### config.mk
export PLATFORM = sky130hd
export DESIGN_NAME = lsu
export DESIGN_NICKNAME = d
export VERILOG_FILES = /design/src/rtl/lsu_pkg.sv /design/src/rtl/lsu_align.sv /design/src/rtl/lsu.sv
export SDC_FILE = /design/constraint.sdc
export NUM_CORES = 1
export LEC_CHECK = 0
export CORE_MARGIN = 2
export CORE_UTILIZATION = 43
export DETAILED_ROUTE_END_ITERATION = 8
export GPL_TIMING_DRIVEN = 0
export PLACE_DENSITY = 0.75
export RECOVER_POWER = 50
export SYNTH_ARGS = -nofsm -noshare
export SYNTH_HDL_FRONTEND = slang
export SYNTH_SLANG_ARGS = --single-unit
### constraint.sdc
create_clock -name clk -period 2.3 [get_ports clk]
set_input_delay 0.46 -clock clk [delete_from_list [all_inputs] [get_ports clk]]
set_output_delay 0.46 -clock clk [all_outputs]
set_load 0.02 [all_outputs]
### src/rtl/lsu_pkg.sv
// rtl/lsu_pkg.sv - shared funct3 encodings and FSM state type for the load/store unit
package lsu_pkg;

  localparam logic [2:0] F3_B  = 3'd0;
  localparam logic [2:0] F3_H  = 3'd1;
  localparam logic [2:0] F3_W  = 3'd2;
  localparam logic [2:0] F3_BU = 3'd4;
  localparam logic [2:0] F3_HU = 3'd5;

  typedef enum logic [1:0] {
    IDLE  = 2'd0,
    READ  = 2'd1,
    WRITE = 2'd2,
    RESP  = 2'd3
  } lsu_state_t;

endpackage

### src/rtl/lsu_align.sv
// rtl/lsu_align.sv - load lane extract/extend and sub-word store merge
module lsu_align
  import lsu_pkg::*;
(
  input  logic [31:0] rdata,
  input  logic [31:0] old_word,
  input  logic [31:0] wdata,
  input  logic [1:0]  addr_lo,
  input  logic [2:0]  funct3,
  output logic [31:0] load_data,
  output logic [31:0] store_data
);

  logic [4:0]  lane_shift;
  logic [31:0] shifted;
  logic [7:0]  lane_b;
  logic [15:0] lane_h;

  assign lane_shift = {addr_lo, 3'b000};
  assign shifted    = rdata >> lane_shift;
  assign lane_b     = shifted[7:0];
  assign lane_h     = shifted[15:0];

  always_comb begin
    load_data = rdata;
    case (funct3)
      F3_B:    load_data = {{24{lane_b[7]}}, lane_b};
      F3_H:    load_data = {{16{lane_h[15]}}, lane_h};
      F3_BU:   load_data = {24'h0, lane_b};
      F3_HU:   load_data = {16'h0, lane_h};
      default: load_data = rdata;
    endcase
  end

  // Clear the target lane in the old word, then OR in the shifted store data.
  always_comb begin
    store_data = wdata;
    case (funct3)
      F3_B: store_data = (old_word & ~(32'h0000_00FF << lane_shift))
                         | ({24'h0, wdata[7:0]} << lane_shift);
      F3_H: store_data = (old_word & ~(32'h0000_FFFF << lane_shift))
                         | ({16'h0, wdata[15:0]} << lane_shift);
      default: store_data = wdata;
    endcase
  end

endmodule

### src/rtl/lsu.sv
// rtl/lsu.sv - single-outstanding load/store initiator for a word-addressed data memory
module lsu
  import lsu_pkg::*;
#(
  parameter int unsigned MEM_WORDS = 32
) (
  input  logic        clk,
  input  logic        rst,
  input  logic        req_valid,
  output logic        req_ready,
  input  logic        req_we,
  input  logic [2:0]  req_funct3,
  input  logic [31:0] req_addr,
  input  logic [31:0] req_wdata,
  output logic        resp_valid,
  output logic [31:0] resp_rdata,
  output logic        resp_err,
  output logic [31:0] mem_addr,
  output logic        mem_rd_en,
  output logic        mem_wr_en,
  output logic [31:0] mem_wdata,
  input  logic [31:0] mem_rdata
);

  lsu_state_t  state, state_next;
  logic        we_q;
  logic [2:0]  funct3_q;
  logic [31:0] addr_q;
  logic [31:0] wdata_q;
  logic [31:0] old_word;
  logic [31:0] load_data;
  logic [31:0] store_data;
  logic        accept;
  logic        legal_f3, aligned, in_range, req_ok;

  assign accept = (state == IDLE) && req_valid;

  always_comb begin
    legal_f3 = 1'b0;
    aligned  = 1'b1;
    if (req_we)
      legal_f3 = (req_funct3 == F3_B) || (req_funct3 == F3_H) || (req_funct3 == F3_W);
    else
      legal_f3 = (req_funct3 == F3_B) || (req_funct3 == F3_H) || (req_funct3 == F3_W)
              || (req_funct3 == F3_BU) || (req_funct3 == F3_HU);
    case (req_funct3)
      F3_H, F3_HU: aligned = (req_addr[0] == 1'b0);
      F3_W:        aligned = (req_addr[1:0] == 2'b00);
      default:     aligned = 1'b1;
    endcase
  end

  assign in_range = {2'b00, req_addr[31:2]} < MEM_WORDS;
  assign req_ok   = legal_f3 && aligned && in_range;

  lsu_align u_align (
    .rdata      (mem_rdata),
    .old_word   (old_word),
    .wdata      (wdata_q),
    .addr_lo    (addr_q[1:0]),
    .funct3     (funct3_q),
    .load_data  (load_data),
    .store_data (store_data)
  );

  always_ff @(posedge clk) begin
    if (rst) state <= IDLE;
    else     state <= state_next;
  end

  // Full-word stores skip the read; sub-word stores read first to merge.
  always_comb begin
    state_next = state;
    case (state)
      IDLE: begin
        if (req_valid) begin
          if (!req_ok)                      state_next = RESP;
          else if (!req_we)                 state_next = READ;
          else if (req_funct3 == F3_W)      state_next = WRITE;
          else                              state_next = READ;
        end
      end
      READ:    state_next = we_q ? WRITE : RESP;
      WRITE:   state_next = RESP;
      RESP:    state_next = IDLE;
      default: state_next = IDLE;
    endcase
  end

  always_comb begin
    req_ready  = (state == IDLE);
    resp_valid = (state == RESP);
    mem_rd_en  = (state == READ);
    mem_wr_en  = (state == WRITE) && !rst;
    mem_addr   = 32'h0;
    mem_wdata  = 32'h0;
    if (state == READ || state == WRITE) mem_addr = {2'b00, addr_q[31:2]};
    if (state == WRITE)                  mem_wdata = store_data;
  end

  always_ff @(posedge clk) begin
    if (rst) begin
      we_q       <= 1'b0;
      funct3_q   <= 3'd0;
      addr_q     <= 32'h0;
      wdata_q    <= 32'h0;
      old_word   <= 32'h0;
      resp_rdata <= 32'h0;
      resp_err   <= 1'b0;
    end else begin
      if (accept) begin
        we_q     <= req_we;
        funct3_q <= req_funct3;
        addr_q   <= req_addr;
        wdata_q  <= req_wdata;
        if (!req_ok) begin
          resp_err   <= 1'b1;
          resp_rdata <= 32'h0;
        end
      end
      if (state == READ) begin
        old_word <= mem_rdata;
        if (!we_q) begin
          resp_rdata <= load_data;
          resp_err   <= 1'b0;
        end
      end
      if (state == WRITE) begin
        resp_rdata <= 32'h0;
        resp_err   <= 1'b0;
      end
    end
  end

endmodule

**Yosys cells after proc, flatten, opt, wreduce, memory -nomap -nowiden**

Cells that the tools add are included.
W data, S select, Z words.

- Register bits after elaboration: 135
- Bits of input ports: 103
- Logic and storage cells: 68

- Order comparisons: 1
- Equality and inequality tests: 11
- Shifts and indexed selects: 5
- Mux-type cells: 20
- Bitwise gates (word level): 7
- Reductions and logical operators: 16

Operators with widths:

| cell | count |
|---|---|
| $mux W32 | 5 |
| $pmux W32 S4 | 1 |
| $and A32 B32 Y32 | 2 |
| $not A32 Y32 | 2 |
| $or A32 B32 Y32 | 2 |
| $pmux W32 S2 | 1 |
| $shl A16 B5 Y32 | 1 |
| $shl A16 B5 Y32 const A | 1 |
| $shl A8 B5 Y32 | 1 |
| $shl A8 B5 Y32 const A | 1 |
| $shr A32 B5 Y16 | 1 |
| $lt A30 B6 Y1 const B | 1 |
| $mux W30 | 1 |
| $eq A3 B3 Y1 const B | 4 |
| $mux W2 | 4 |
| $pmux W2 S4 | 1 |
| $eq A3 B1 Y1 const B | 2 |
| $logic_not A3 Y1 | 2 |
| $mux W1 | 6 |
| $logic_or A1 B1 Y1 | 5 |
| $eq A2 B2 Y1 const B | 2 |
| $logic_and A1 B1 Y1 | 4 |
| $logic_not A2 Y1 | 2 |
| $reduce_or A2 Y1 | 2 |
| other kinds (6) | 6 |

**Depth between registers and ports, before layout**

Gate-level depths: netlist (run 1).

- Depth after elaboration: 12
- Depth in mapped cells: 9
- Mapped depth without buffers: 6

**Modules after synthesis**

From an unflattened synthesis (run 1), not the netlist that was laid out.

- Cell total of the unflattened synthesis: 1039
- Area total of the unflattened synthesis: 7846.3 um^2

By module, submodules not included:

| module | times used | cells an instance | area an instance (um^2) |
|---|---|---|---|
| lsu | 1 | 735 | 5938.2 |
| lsu_align | 1 | 304 | 1908.1 |

**Least setup slack after synthesis (run 1)**

OpenSTA, ideal clock, no wires.

- Kind: flip-flop to output port
- Start point: reg addr_q[0]
- End point: out mem_wdata[0]
- Arrival time: 2161 ps
- Data required time: 1840 ps
- Path slack: -321 ps
- Stages on the path, launching flop included: 8
- Cells stage by stage: dfxtp_1 -> buf_4 -> buf_2 -> clkinv_1 -> ha_1 -> nor3_1 -> a22oi_1 -> nor2b_1

- Word-level cells in the longest chain between the ends: 6
- Elaborated cells on any way between the ends: 12
- Classes of those cells: shift (4); mux (2); bitwise (6)

Ends and longest elaborated chain:

| item | line | RTL |
|---|---|---|
| start: declaration | lsu.sv:28 | `logic [31:0] addr_q;` |
| start signal: assignment | lsu.sv:114 | `addr_q <= req_addr;` |
| $shl A16 B5 Y32 / $shl A8 B5 Y32 (equally long branches) | lsu_align.sv:41, lsu_align.sv:39 |  |
| $not A32 Y32 (on tied branches) | lsu_align.sv:41, lsu_align.sv:39 |  |
| $and A32 B32 Y32 (on tied branches) | lsu_align.sv:41, lsu_align.sv:39 |  |
| $or A32 B32 Y32 (on tied branches) | lsu_align.sv:42, lsu_align.sv:40 |  |
| $pmux W32 S2 (*) | lsu_align.sv:38 | `case (funct3)` |
| $mux W32 (*) | lsu.sv:98 | `if (state == WRITE) mem_wdata = store_data;` |
| end: declaration | lsu.sv:21 | `output logic [31:0] mem_wdata,` |

Every way passes the cells marked *; elsewhere a longest branch is shown, timed or not.

**Worst setup path after layout (run 1)**

- Start point: reg addr_q[1]
- End point: out mem_wdata[19]

The elaborated chain is that of the path after synthesis.

==> results of run 1 <==
[registers in the layout, summed over array words and instances (netlist names)]
register / cells
old_word: 32
addr_q: 32
state: 2
we_q: 1
resp_rdata: 32
resp_err: 1
funct3_q: 3
wdata_q: 32
[stage by stage]
step	total power, mW	util	cells
6_report	10.84	0.6508	1319
2_1_floorplan	6.000	-	857
3_5_place_dp	7.675	0.5834	1273
4_1_cts	10.69	0.6412	1316
3_3_place_gp	7.615	0.5834	1273
5_1_grt	11.36	0.6508	1319
[placed cells by master, fill, tap and decap left out, types with 30 or more instances in the layout]
cell type,netlist,routed
nor2_1,38,36
a221oi_1,40,31
clkdlybuf4s50_1,0,117
o21ai_0,37,37
nand2_1,203,202
mux2i_1,42,41
and2_1,33,30
clkbuf_1,49,34
buf_4,9,32
dfxtp_1,135,131
a21oi_1,84,83
[worst max path at each step]
stage | cells after the start | startpoint | slack [ps] | endpoint
global route | 9 | addr_q[1] | -480 | mem_wdata[17]
CTS | 9 | addr_q[0] | -350 | mem_wdata[19]
detailed placement | 9 | addr_q[0] | -750 | mem_wdata[19]
finish | 9 | addr_q[1] | -370 | mem_wdata[19]
global placement | 9 | addr_q[0] | -780 | mem_wdata[16]
floorplan | 9 | addr_q[1] | 9 | mem_wdata[21]
[cell families (layout without fill, tap and decap cells)]
group / Yosys count / after routing / share of synthesized area
simple gates: 316 / 316 / 0.1998
compound gates: 248 / 248 / 0.2472
flops: 135 / 135 / 0.3902
buf+inv: 88 / 334 / 0.05655
mux: 59 / 59 / 0.08997
fa+ha+maj: 8 / 8 / 0.01445
other cells: 1 / 2 / 0.0005415
xor+xnor: 1 / 1 / 0.001265
[power by group through the flow]
stage	Sequential, mW	Clock (mW)	Combinational [mW]
2_1_floorplan	3.34	0	2.66
3_3_place_gp	3.26	0	4.36
3_5_place_dp	3.27	0	4.41
4_1_cts	3.25	2.77	4.67
5_1_grt	3.33	2.87	5.16
6_report	3.29	2.76	4.79
[layer usage]
metal  GRT usage  part of all wire  vias up
li1            -                 -     3530
met1      0.3565              0.40     3437
met2      0.4568              0.45      439
met3     0.07533              0.10       91
met4      0.1483             0.045        0
met5           0                 0        -
[tightest hold or removal path, stage by stage (launching register included)]
cell     delay, ps
dfxtp_1        300
nand2_1         50
a21oi_1         50
[area by class of cell]
cell class              count  area [µm²]
fillers                  1354        5528
repair buffers            220        2132
clock inverters             7       92.59
inverters                   9       66.31
multi-input cells         634        4085
clock buffers              24       501.7
well taps                 216       270.3
flip-flops and latches    135        2708
plain buffers              74       444.2
[what timing repair did]
item | in CTS | in global routing
endpoints found under the setup margin | 67 | 81
buffers inserted | 16 | 4
pin swaps | 29 | 25
resized for setup | 322 | 66
==> flow_metrics.env, run 1 <==
export IMPL_outcome="finished, violations left"
export IMPL_violations="negative setup slack"
export IMPL_vias_per_cell=5.684
export IMPL_drv_cap=0
export IMPL_p_seq_frac=0.304
export IMPL_cp_start_kind="flop"
export IMPL_synthTopCellsByCount="203 x nand2_1, 135 x dfxtp_1, 84 x a21oi_1, 49 x clkbuf_1, 42 x mux2i_1"
export IMPL_irDropWorstVdd_uv=666.2
export IMPL_gr_total_overflow=0
export IMPL_grt_pass1_vias=7013
export IMPL_portBuffers=200
export IMPL_die_area_um2=17140
export IMPL_rrSetupSlack_ps=-120
export IMPL_min_from="addr_q[12]"
export IMPL_setup_ws_ps=-368.3
export IMPL_die_y_um=130.9
export IMPL_synth_largest_area_cell="dfxtp_1"
export IMPL_gp_congestion=0.9345
export IMPL_yosysSeqAreaShare=0.3902
export IMPL_start_util=0.4375
export IMPL_slew_violations=0
export IMPL_cts_buffers_inserted=17
export IMPL_ios=204
export IMPL_synth_async_reset_ratio=0
export IMPL_critPathTopFamily="compound AO/OA/AOI/OAI gates"
export IMPL_cts_tree="built"
export IMPL_p_per_area_nw_per_um2=1053
export IMPL_relSlewSlack=0.5312
export IMPL_worstPathArrival_ps=2210
export IMPL_rsz0062_at_grt="yes"
export IMPL_netlist_area_leader_share=0.3902
export IMPL_core_region_area_um2=15830
export IMPL_fin_skew_ps=6.573
export IMPL_internal_power_mw=6.662
export IMPL_dr_pass1_iters=7
export IMPL_layout_drive_gt1_share=0.1995
export IMPL_nNetsFinal=1202
export IMPL_crit_path_max_incr_delay_ps=340
export IMPL_power_switching_mw=4.181
export IMPL_design_area_um2=10300
export IMPL_slowest_stage="a222oi_1"
export IMPL_clockBufferDepth=2
export IMPL_worstPathMaxFanout=11
export IMPL_final_min_clock_period_ps=2668
export IMPL_post_synth_top_count_cell="nand2_1"
export IMPL_switching_share=0.3856
export IMPL_synth_ff_type="dfxtp_1"
export IMPL_clkPwrFrac=0.255
export IMPL_routed_wl_um=25100
export IMPL_synth_edf_count=0
export IMPL_r2r_end="wdata_q[10]"
export IMPL_antenna_found_initial=0
export IMPL_power_frac_comb=0.442
export IMPL_worstHoldEndpoint="addr_q[12]"
export IMPL_num_antenna_cells=0
export IMPL_cp_required_ps=1840
export IMPL_avgSynthCellArea_um2=8.090
export IMPL_synthTopCellsByArea="dfxtp_1 39%, nand2_1 11%, a21oi_1 6.1%, mux2i_1 6.1%, a221oi_1 5.1%"
export IMPL_place_ws_ps=-753.5
export IMPL_vias=7497
export IMPL_clk_latency_ps=430
export IMPL_synth_cell_types=48
export IMPL_syn_to_final_growth_pct=48.73
export IMPL_first_iter_violations=1016
export IMPL_synth_ff_latch_count=135
export IMPL_ctsHoldBuffers=0
export IMPL_clock_sinks=135
export IMPL_yosys_warnings=0
export IMPL_dpl_cell_area_um2=9234
export IMPL_tns_ps=-12830
export IMPL_grt_max_degree=17
export IMPL_reg2reg_depth=7
export IMPL_maxClockFrequency_ghz=0.3748
export IMPL_leakagePower_nw=3.817
export IMPL_syn_inst=856
export IMPL_root_buffer="clkbuf_16"
export IMPL_hold_violations=0
export IMPL_cp_end_kind="primary output"
export IMPL_crit_path_cell_trace="buf_6 > buf_12 > inv_12 > ha_4 > inv_4 > a222oi_1 > a21oi_1 > a22o_1 > buf_6"
export IMPL_setup_violations=109
export IMPL_worst_pin_slew_ps=703.2
export IMPL_crit_buf_inv=5
export IMPL_grt_use_total=0.2862
export IMPL_fin_crit_sh=1.160
export IMPL_die_w_um=130.9
export IMPL_r2r_start="state[1]"
export IMPL_grt_first_pass_wirelength_um=37210
export IMPL_cp_common_cell="buf_6"
export IMPL_hpwl_um=17920
export IMPL_antenna_left=0
export IMPL_remaining_drc_errors=0
export IMPL_htree_levels=4
export IMPL_worstHoldPathType="reg -> reg"
export IMPL_rows=46
export IMPL_min_path_cells=2
export IMPL_critPathKind="reg -> out"
export IMPL_routedWlPerCell_um=19.03
export IMPL_clk_pin_slew_worst_paths_ps=60
export IMPL_syn_cell_area_um2=6925
export IMPL_holdWs_ps=447.8
Note: power is estimated with default switching activity, not from simulation.
==> run 2: changes to the inputs <==
--- a/config.mk
+++ b/config.mk
@@ -6,10 +6,10 @@
 export NUM_CORES = 1
 export LEC_CHECK = 0
 export CORE_MARGIN = 2
-export CORE_UTILIZATION = 43
+export CORE_UTILIZATION = 44
+export CTS_BUF_LIST = sky130_fd_sc_hd__clkbuf_4 sky130_fd_sc_hd__clkbuf_8
 export DETAILED_ROUTE_END_ITERATION = 8
-export GPL_TIMING_DRIVEN = 0
-export PLACE_DENSITY = 0.75
+export PLACE_DENSITY = 0.76
 export RECOVER_POWER = 50
 export SYNTH_ARGS = -nofsm -noshare
 export SYNTH_HDL_FRONTEND = slang
==> flow_metrics.env, run 2 (synthesized netlist as in run 1, its figures left out) <==
export IMPL_vias_per_cell=5.729
export IMPL_antenna_left=0
export IMPL_relSlewSlack=0.2817
export IMPL_p_per_area_nw_per_um2=1013
export IMPL_ios=204
export IMPL_holdWs_ps=300.5
export IMPL_nNetsFinal=1177
export IMPL_fin_crit_sh=1.118
export IMPL_slew_violations=0
export IMPL_first_iter_violations=738
export IMPL_grt_pass1_vias=6623
export IMPL_fin_skew_ps=9.700
export IMPL_final_min_clock_period_ps=2572
export IMPL_worst_pin_slew_ps=1077
export IMPL_clock_sinks=135
export IMPL_r2r_end="resp_rdata[4]"
export IMPL_cp_end_kind="primary output"
export IMPL_antenna_found_initial=0
export IMPL_start_util=0.4522
export IMPL_maxClockFrequency_ghz=0.3888
export IMPL_die_y_um=129.5
export IMPL_die_w_um=129.5
export IMPL_htree_levels=4
export IMPL_worstPathArrival_ps=2110
export IMPL_portBuffers=201
export IMPL_setup_violations=61
export IMPL_cts_buffers_inserted=17
export IMPL_gp_congestion=0.9354
export IMPL_setup_ws_ps=-271.7
export IMPL_cp_start_kind="flop"
export IMPL_syn_to_final_growth_pct=43.83
export IMPL_r2r_start="state[1]"
export IMPL_clockBufferDepth=2
export IMPL_clk_latency_ps=450
export IMPL_root_buffer="clkbuf_8"
export IMPL_rrSetupSlack_ps=-50
export IMPL_critPathKind="reg -> out"
export IMPL_gr_total_overflow=0
export IMPL_worstHoldEndpoint="we_q"
export IMPL_core_region_area_um2=15310
export IMPL_mostFrequentLayoutCells="202 x nand2_1, 135 x clkdlybuf4s50_1, 131 x dfxtp_1"
export IMPL_power_mw=10.09
export IMPL_irDropWorstVdd_uv=640.5
export IMPL_min_path_cells=2
export IMPL_routedWlPerCell_um=18.52
export IMPL_worstHoldPathType="in -> reg"
export IMPL_cts_tree="built"
export IMPL_leakagePower_nw=3.721
export IMPL_hpwl_um=16500
export IMPL_violations="negative setup slack"
export IMPL_dp_cells=1246
export IMPL_final_cell_count_no_fill=1289
export IMPL_clk_pin_slew_worst_paths_ps=70
export IMPL_grt_first_pass_wirelength_um=35460
export IMPL_num_antenna_cells=0
export IMPL_routed_wl_um=23870
export IMPL_die_area_um2=16760
export IMPL_vias=7385
export IMPL_rows=45
export IMPL_place_ws_ps=-402.3
export IMPL_cp_required_ps=1840
export IMPL_outcome="finished, violations left"
export IMPL_ctsHoldBuffers=0
export IMPL_min_from="rst"
export IMPL_hold_violations=0
export IMPL_drv_cap=0
export IMPL_grt_use_total=0.2728
export IMPL_layout_commonest_cell="nand2_1"
export IMPL_remaining_drc_errors=0
export IMPL_layout_drive_gt1_share=0.2143
export IMPL_rsz0062_at_grt="yes"
export IMPL_grt_max_degree=93
export IMPL_dr_pass1_iters=7
export IMPL_worstPathMaxFanout=8
export IMPL_reg2reg_depth=7
-- run 2: cell count changes in the layout (fill, tap and decap cells not counted), sizes merged, moves of 3 or more --
cell,delta
clkinvlp,+3
clkdlybuf4s50,+18
dlygate4sd3,-20
buf,+42
clkbuf,-47
clkdlybuf4s15,-21
-- run 2: worst max path at each step --
stage                   start       endpoint  slack (ps)  cells past startpoint
floorplan           addr_q[1]  mem_wdata[21]           9                      9
global placement    addr_q[0]  mem_wdata[23]        -380                      5
detailed placement  addr_q[0]  mem_wdata[23]        -400                      5
CTS                 addr_q[1]  mem_wdata[22]        -240                      8
global route        addr_q[1]  mem_wdata[23]        -340                      8
finish              addr_q[1]  mem_wdata[23]        -270                      8
-- run 2: per-layer routing --
| layer | vias up | track usage | wire, µm |
|---|---|---|---|
| met2 | 387 | 0.4251 | 10910 |
| met4 | 0 | 0.1075 | 736 |
| met1 | 3466 | 0.3692 | 10080 |
| met3 | 61 | 0.06028 | 2147 |
| met5 | - | 0 | 0 |
| li1 | 3471 | - | - |
-- run 2: layout make-up --
| type | count | area, µm² |
|---|---|---|
| clock buffers | 23 | 297.8 |
| clock inverters | 8 | 97.59 |
| fillers | 1384 | 5354 |
| inverters | 9 | 51.30 |
| multi-input cells | 634 | 4056 |
| flip-flops and latches | 135 | 2710 |
| well taps | 211 | 264.0 |
| repair buffers | 269 | 2484 |
-- run 2: repair_timing --
item                                    in CTS  in global routing
buffers inserted                             3                  6
endpoints found under the setup margin      65                 66
pin swaps                                   36                 25
resized for setup                          337                 27
cloned                                       0                  3
-- run 2: worst max-delay path: stages, from the launching register on --
cell and delay, ps:
dfxtp_2 340, buf_6 120, inv_4 40, ha_4 260, inv_4 50, a222oi_1 350
a21oi_1 150, a22o_1 220, buf_6 130
-- run 2: per-stage QoR --
step                      instance area [µm²]  TNS [ps]  utilization
after CTS                                9793     -4299       0.6395
final                                    9961     -4744       0.6504
after detailed placement                 9363     -8876       0.6114
after global placement                   9363     -8147       0.6114
after floorplan                          6962         0            -
after global routing                     9961    -13780       0.6504
-- run 2: power by group --
group	leakage, nW	internal [mW]	total, mW	switching [mW]
Combinational	2.42	2.16	4.83	2.67
Sequential	1.10	2.85	3.27	0.422
Clock	0.198	1.07	1.99	0.918
Total	3.72	6.08	10.1	4.01
==> patch 1: new RTL, config.mk and constraints of run 1 <==
The 4 states of `lsu_state_t` get a one-hot encoding in 4 bits.
--- a/src/rtl/lsu_pkg.sv
+++ b/src/rtl/lsu_pkg.sv
@@ -7,11 +7,11 @@
   localparam logic [2:0] F3_BU = 3'd4;
   localparam logic [2:0] F3_HU = 3'd5;
 
-  typedef enum logic [1:0] {
-    IDLE  = 2'd0,
-    READ  = 2'd1,
-    WRITE = 2'd2,
-    RESP  = 2'd3
+  typedef enum logic [3:0] {
+    IDLE  = 4'b0001,
+    READ  = 4'b0010,
+    WRITE = 4'b0100,
+    RESP  = 4'b1000
   } lsu_state_t;
 
 endpackage
Behaviour: no difference found for any inputs over 4 cycles, from zero or initial values and one cycle with rst high; so few cycles prove little.
==> patch 1 against run 1 <==
The run still ends with negative setup slack left; cell area is 4.4% higher; die area is 0.57% lower; utilization is 3.1 points higher; first-iteration DRC count is 2.2% lower; synthesized area is 0.60% lower; sequential share of layout area is 0.67 points lower; setup slack worse by 0.11 ns; global-route usage is 1.9 points higher; sequential cell count is 2 higher; wire length is 8.8% higher; via count is 7.0% higher; critical endpoint is now mem_wdata[29].
Power is not compared: it rests on default switching activity, and its combinational part moved more than twofold at a synthesized area within 25%.
==> patch 1: results (changes against run 1) <==
stage,metric,value,unit,change
layout,Final #Nets,1266,,+5.3%
setup_path,crit-path max FO,10,,-1
sta,number of setup violations in the final report,72,,-34%
sta,Rel. slew slack,55.6,%,+2.5 points
min_path,Hold Crit Depth,2,,unchanged
synthesis,Synth cell types,53,,+10%
setup_path,CP top delay family,compound AO/OA/AOI/OAI gates,,
place,dpl hpwl,19000,um,+5.8%
setup_path,"Largest stage delay, worst path",0.35,ns,
global_route,vias in the first global route,7300,,+4.1%
power,sw frac,25.9,%,
sta,Worst Clk Skew,0.00630,ns,-0.000268 ns
global_route,global-route wire length before repair,39700,um,+6.6%
synthesis,ys flop type,dfxtp_1,,
setup_path,Critical-path top delay cell,dfxtp_4,,
sta,Final Worst Setup Slack,-0.476,ns,-0.107 ns
layout,FILL cells,1343,,-0.81%
place,port bufs,201,,+0.50%
detailed_routing,Iter 0 DRT Violations,994,,-2.2%
setup_path,worst reg2reg path depth,6,,-1
synthesis,"top cells by count, synth","nand2_1, a21oi_1, dfxtp_1",,
layout,share of layout cells above drive strength 1,21.6,%,+1.7 points
synthesis,sequential share of the synthesized area,39.8,%,+0.82 points
layout,"non-filler cells, final",1386,,+5.1%
global_route,largest net degree at the start of global routing,18,,+1
detailed_routing,DR vias/cell,5.79,,+1.8%
place,GP Congestion,1.00,,+7.4%
detailed_routing,wire per inst,19.7,um,+3.5%
setup_path,WP data arrival,2.32,ns,+0.11 ns
place,placed cell area,9170,sq um,-0.69%
sta,WHS,0.449,ns,+0.00130 ns
synthesis,synth top area cells,"dfxtp_1, nand2_1, a21oi_1, nor2b_1, mux2i_1",,
outcome,violated checks,negative setup slack,,
outcome,status,"finished, violations left",,
place,pre-CTS setup slack,-1.07,ns,-0.315 ns
clock_network,cts repair resizes,420,,+30%
global_route,Total GRT Usage,30.5,%,+1.9 points
clock_network,Root Buffer,clkbuf_16,,
layout,Final Cell Area,10800,sq um,+4.4%
setup_path,Worst R2R Setup Slack,-0.07,ns,+0.05 ns
detailed_routing,DR pass1 iterations,9,,+2
patch 1: cell types whose count changed in the layout (fill, tap and decap cells not counted), moves of 15 or more:
| cell | before | now |
|---|---|---|
| mux2i_1 | 41 | 19 |
| a221oi_1 | 31 | 13 |
| buf_6 | 24 | 61 |
| clkdlybuf4s50_1 | 117 | 101 |
| nand2_1 | 202 | 246 |
| and2_1 | 30 | 1 |
| a211oi_1 | 0 | 16 |
| buf_4 | 32 | 47 |
| a21oi_1 | 83 | 140 |
| nor2b_4 | 0 | 25 |
| clkdlybuf4s15_2 | 22 | 0 |
patch 1: cell families (layout without fill, tap and decap cells):
kind of cell    Yosys count  in the layout  synth area share [%]
simple gates            368            368                  23.5
compound gates          287            287                  26.8
mux                      25             25                  3.82
flops                   137            137                  39.8
fa+ha+maj                 4              4                 0.727
buf+inv                  79            347                  5.23
other cells               1              2                0.0545
patch 1: worst paths after layout:
path	start	end
min	resp_rdata[6]$_SDFF_PP0_	resp_rdata[6]$_SDFF_PP0_
min reg2reg	resp_rdata[6]$_SDFF_PP0_	resp_rdata[6]$_SDFF_PP0_
max	addr_q[0]$_SDFFE_PP0P_	mem_wdata[29]
max reg2reg	state[3]$_SDFFE_PP0P_	resp_rdata[30]$_SDFF_PP0_
patch 1: per-layer routing:
layer / up-vias / routed length (um) / global-route usage, %
met2: 520 / 12700 / 49.4
li1: 3689 / - / -
met3: 100 / 3020 / 8.06
met1: 3711 / 10500 / 38.5
met4: 0 / 1100 / 13.3
met5: - / 0 / 0
patch 1: final cells by class:
class                           count  area share (%)
Buffer                             67            4.07
Timing Repair Buffer              242            22.7
Tap cell                          216            2.51
Multi-Input combinational cell    686            38.9
Clock inverter                      7            1.31
Clock buffer                       23            4.44
Sequential cell                   137            25.6
Inverter                            8           0.465
==> patch 2: new RTL, settings of run 1 <==
Without the edit above. The parameter `MEM_WORDS` goes from 32 to 24.
--- a/src/rtl/lsu.sv
+++ b/src/rtl/lsu.sv
@@ -2,7 +2,7 @@
 module lsu
   import lsu_pkg::*;
 #(
-  parameter int unsigned MEM_WORDS = 32
+  parameter int unsigned MEM_WORDS = 24
 ) (
   input  logic        clk,
   input  logic        rst,
Check against the original RTL: not equivalent (a bounded check fails within 4 cycles, from zero or initial values and one cycle with rst high).
==> patch 2 against run 1 <==
The flow still finishes with violations (negative setup slack); clock power grew 11%; synthesized area is 3.4% higher; count of clock-buffer cells in the layout is 6 lower; wire length is 8.9% higher; global-route usage is 0.97 points higher; die area rose by 3.3%; cell area grew 3.2%; setup slack worse by 0.081 ns; via count rose by 5.3%; power rose by 8.0%; sequential cell count is the same; utilization decreased by 0.28 points; sequential power grew 2%; critical path type unchanged; critical endpoint is now mem_wdata[23].
==> patch 2: results (changes against run 1) <==
stage,metric,value,unit,change
synthesis,Synth cell types,57,,+19%
setup_path,crit-path max FO,10,,-1
sta,setup TNS,-10.29,ns,+2.55 ns
global_route,met3 Track Usage GR,7.09,%,-0.44 points
layout,Multi-In Gates,641,,+1.1%
power,Flop pwr share,28.5,%,-1.9 points
power,Peak VDD IR,0.661,mV,-0.70%
outcome,violated checks,negative setup slack,,
layout,Seq Cell Count,135,,unchanged
layout,share of layout cells above drive strength 1,21.8,%,+1.9 points
sta,Worst Clk Skew,0.00579,ns,-0.000779 ns
layout,# clk buffers,18,,-25%
synthesis,synth top area cells,"dfxtp_1, nand2_1, mux2i_1, a21oi_1, and2_1",,
synthesis,"top cells by count, synth","nand2_1, dfxtp_1, a21oi_1",,
synthesis,Post-Syn Area per Cell,8.22,sq um,+1.7%
layout,area of the multi-input gates,4340,sq um,+6.2%
layout,Inverters,16,,+7
layout,buffering overhead,24.1,%,-0.95 points
detailed_routing,met2 wire len,12300,um,+7.9%
detailed_routing,Routed WL,27300,um,+8.9%
layout,Clock buf/inv share,6.21,%,+0.44 points
detailed_routing,metal3 WL,2630,um,+0.42%
layout,"non-filler cells, final",1346,,+2.0%
place,placed cell area,9460,sq um,+2.4%
layout,Final #Nets,1224,,+1.8%
detailed_routing,vias,7892,,+5.3%
global_route,GRT met1 Usage,38.9,%,+3.3 points
synthesis,Gate Count Post-Synth,871,,+1.8%
place,dpl cells,1292,,+1.5%
layout,Reg area,2710,sq um,about the same
layout,non-clock buffer total of the final layout,302,,+2.7%
setup_path,WP data arrival,2.29,ns,+0.08 ns
sta,Final Worst Setup Slack,-0.450,ns,-0.0812 ns
outcome,status,"finished, violations left",,
sta,number of setup violations in the final report,73,,-33%
layout,sequential share of cell area,25.5,%,-0.81 points
power,Clock group,0.00306,W,+11%
layout,FILL cells,1360,,+0.44%
place,dpl hpwl,19500,um,+8.9%
place,pre-CTS setup slack,-0.787,ns,-0.0336 ns
sta,Worst-Margin Slew,0.828,ns,+0.125 ns
place,GP Congestion,0.968,,+3.6%
detailed_routing,routed length on met1,11200,um,+13%
global_route,global-route wire length before repair,40600,um,+9.2%
[patch 2: changes by cell type after synthesis, sizes merged, moves of 9 or more]
cell / delta
nor4: +18
nor3: -9
o221ai: -9
a2111oi: +16
nor2: +23
nand2: -45
a221oi: -16
o21ai: -18
[patch 2: what timing repair did]
action	4_1_cts	5_1_grt
endpoints found under the setup margin	101	78
gates resized for setup	299	122
gates cloned	1	0
pin swaps	33	37
setup buffers	10	18
hold buffers	0	0
[patch 2: critical path, cell delays in order (launching register included)]
cell	delay [ns]
dfxtp_4	0.35
buf_8	0.13
buf_4	0.14
nor2b_4	0.19
clkbuf_2	0.29
a222oi_1	0.11
a21oi_1	0.31
a22o_1	0.22
buf_6	0.13
[patch 2: worst paths after layout]
check | slack (ns) | cells past startpoint | to | startpoint
setup / recovery | -0.45 | 8 | mem_wdata[23] | addr_q[1]$_SDFFE_PP0P_
hold / removal | 0.45 | 2 | addr_q[18]$_SDFFE_PP0P_ | addr_q[18]$_SDFFE_PP0P_
setup reg to reg | -0.13 | 8 | wdata_q[14]$_SDFFE_PP0P_ | state[1]$_SDFFE_PP0P_
hold reg to reg | 0.45 | 2 | addr_q[18]$_SDFFE_PP0P_ | addr_q[18]$_SDFFE_PP0P_
[patch 2: kinds of logic (layout without fill, tap and decap cells)]
group / count (synthesis) / after routing / share of synthesized area, %
multiplexers: 57 / 57 / 8.28
AO/OA/AOI/OAI: 244 / 244 / 24.7
other: 1 / 2 / 0.0524
adder cells (fa/ha/maj): 8 / 8 / 1.40
AND/OR/NAND/NOR: 330 / 330 / 22.1
flip-flops: 135 / 135 / 37.7
buffers and inverters: 96 / 350 / 5.82
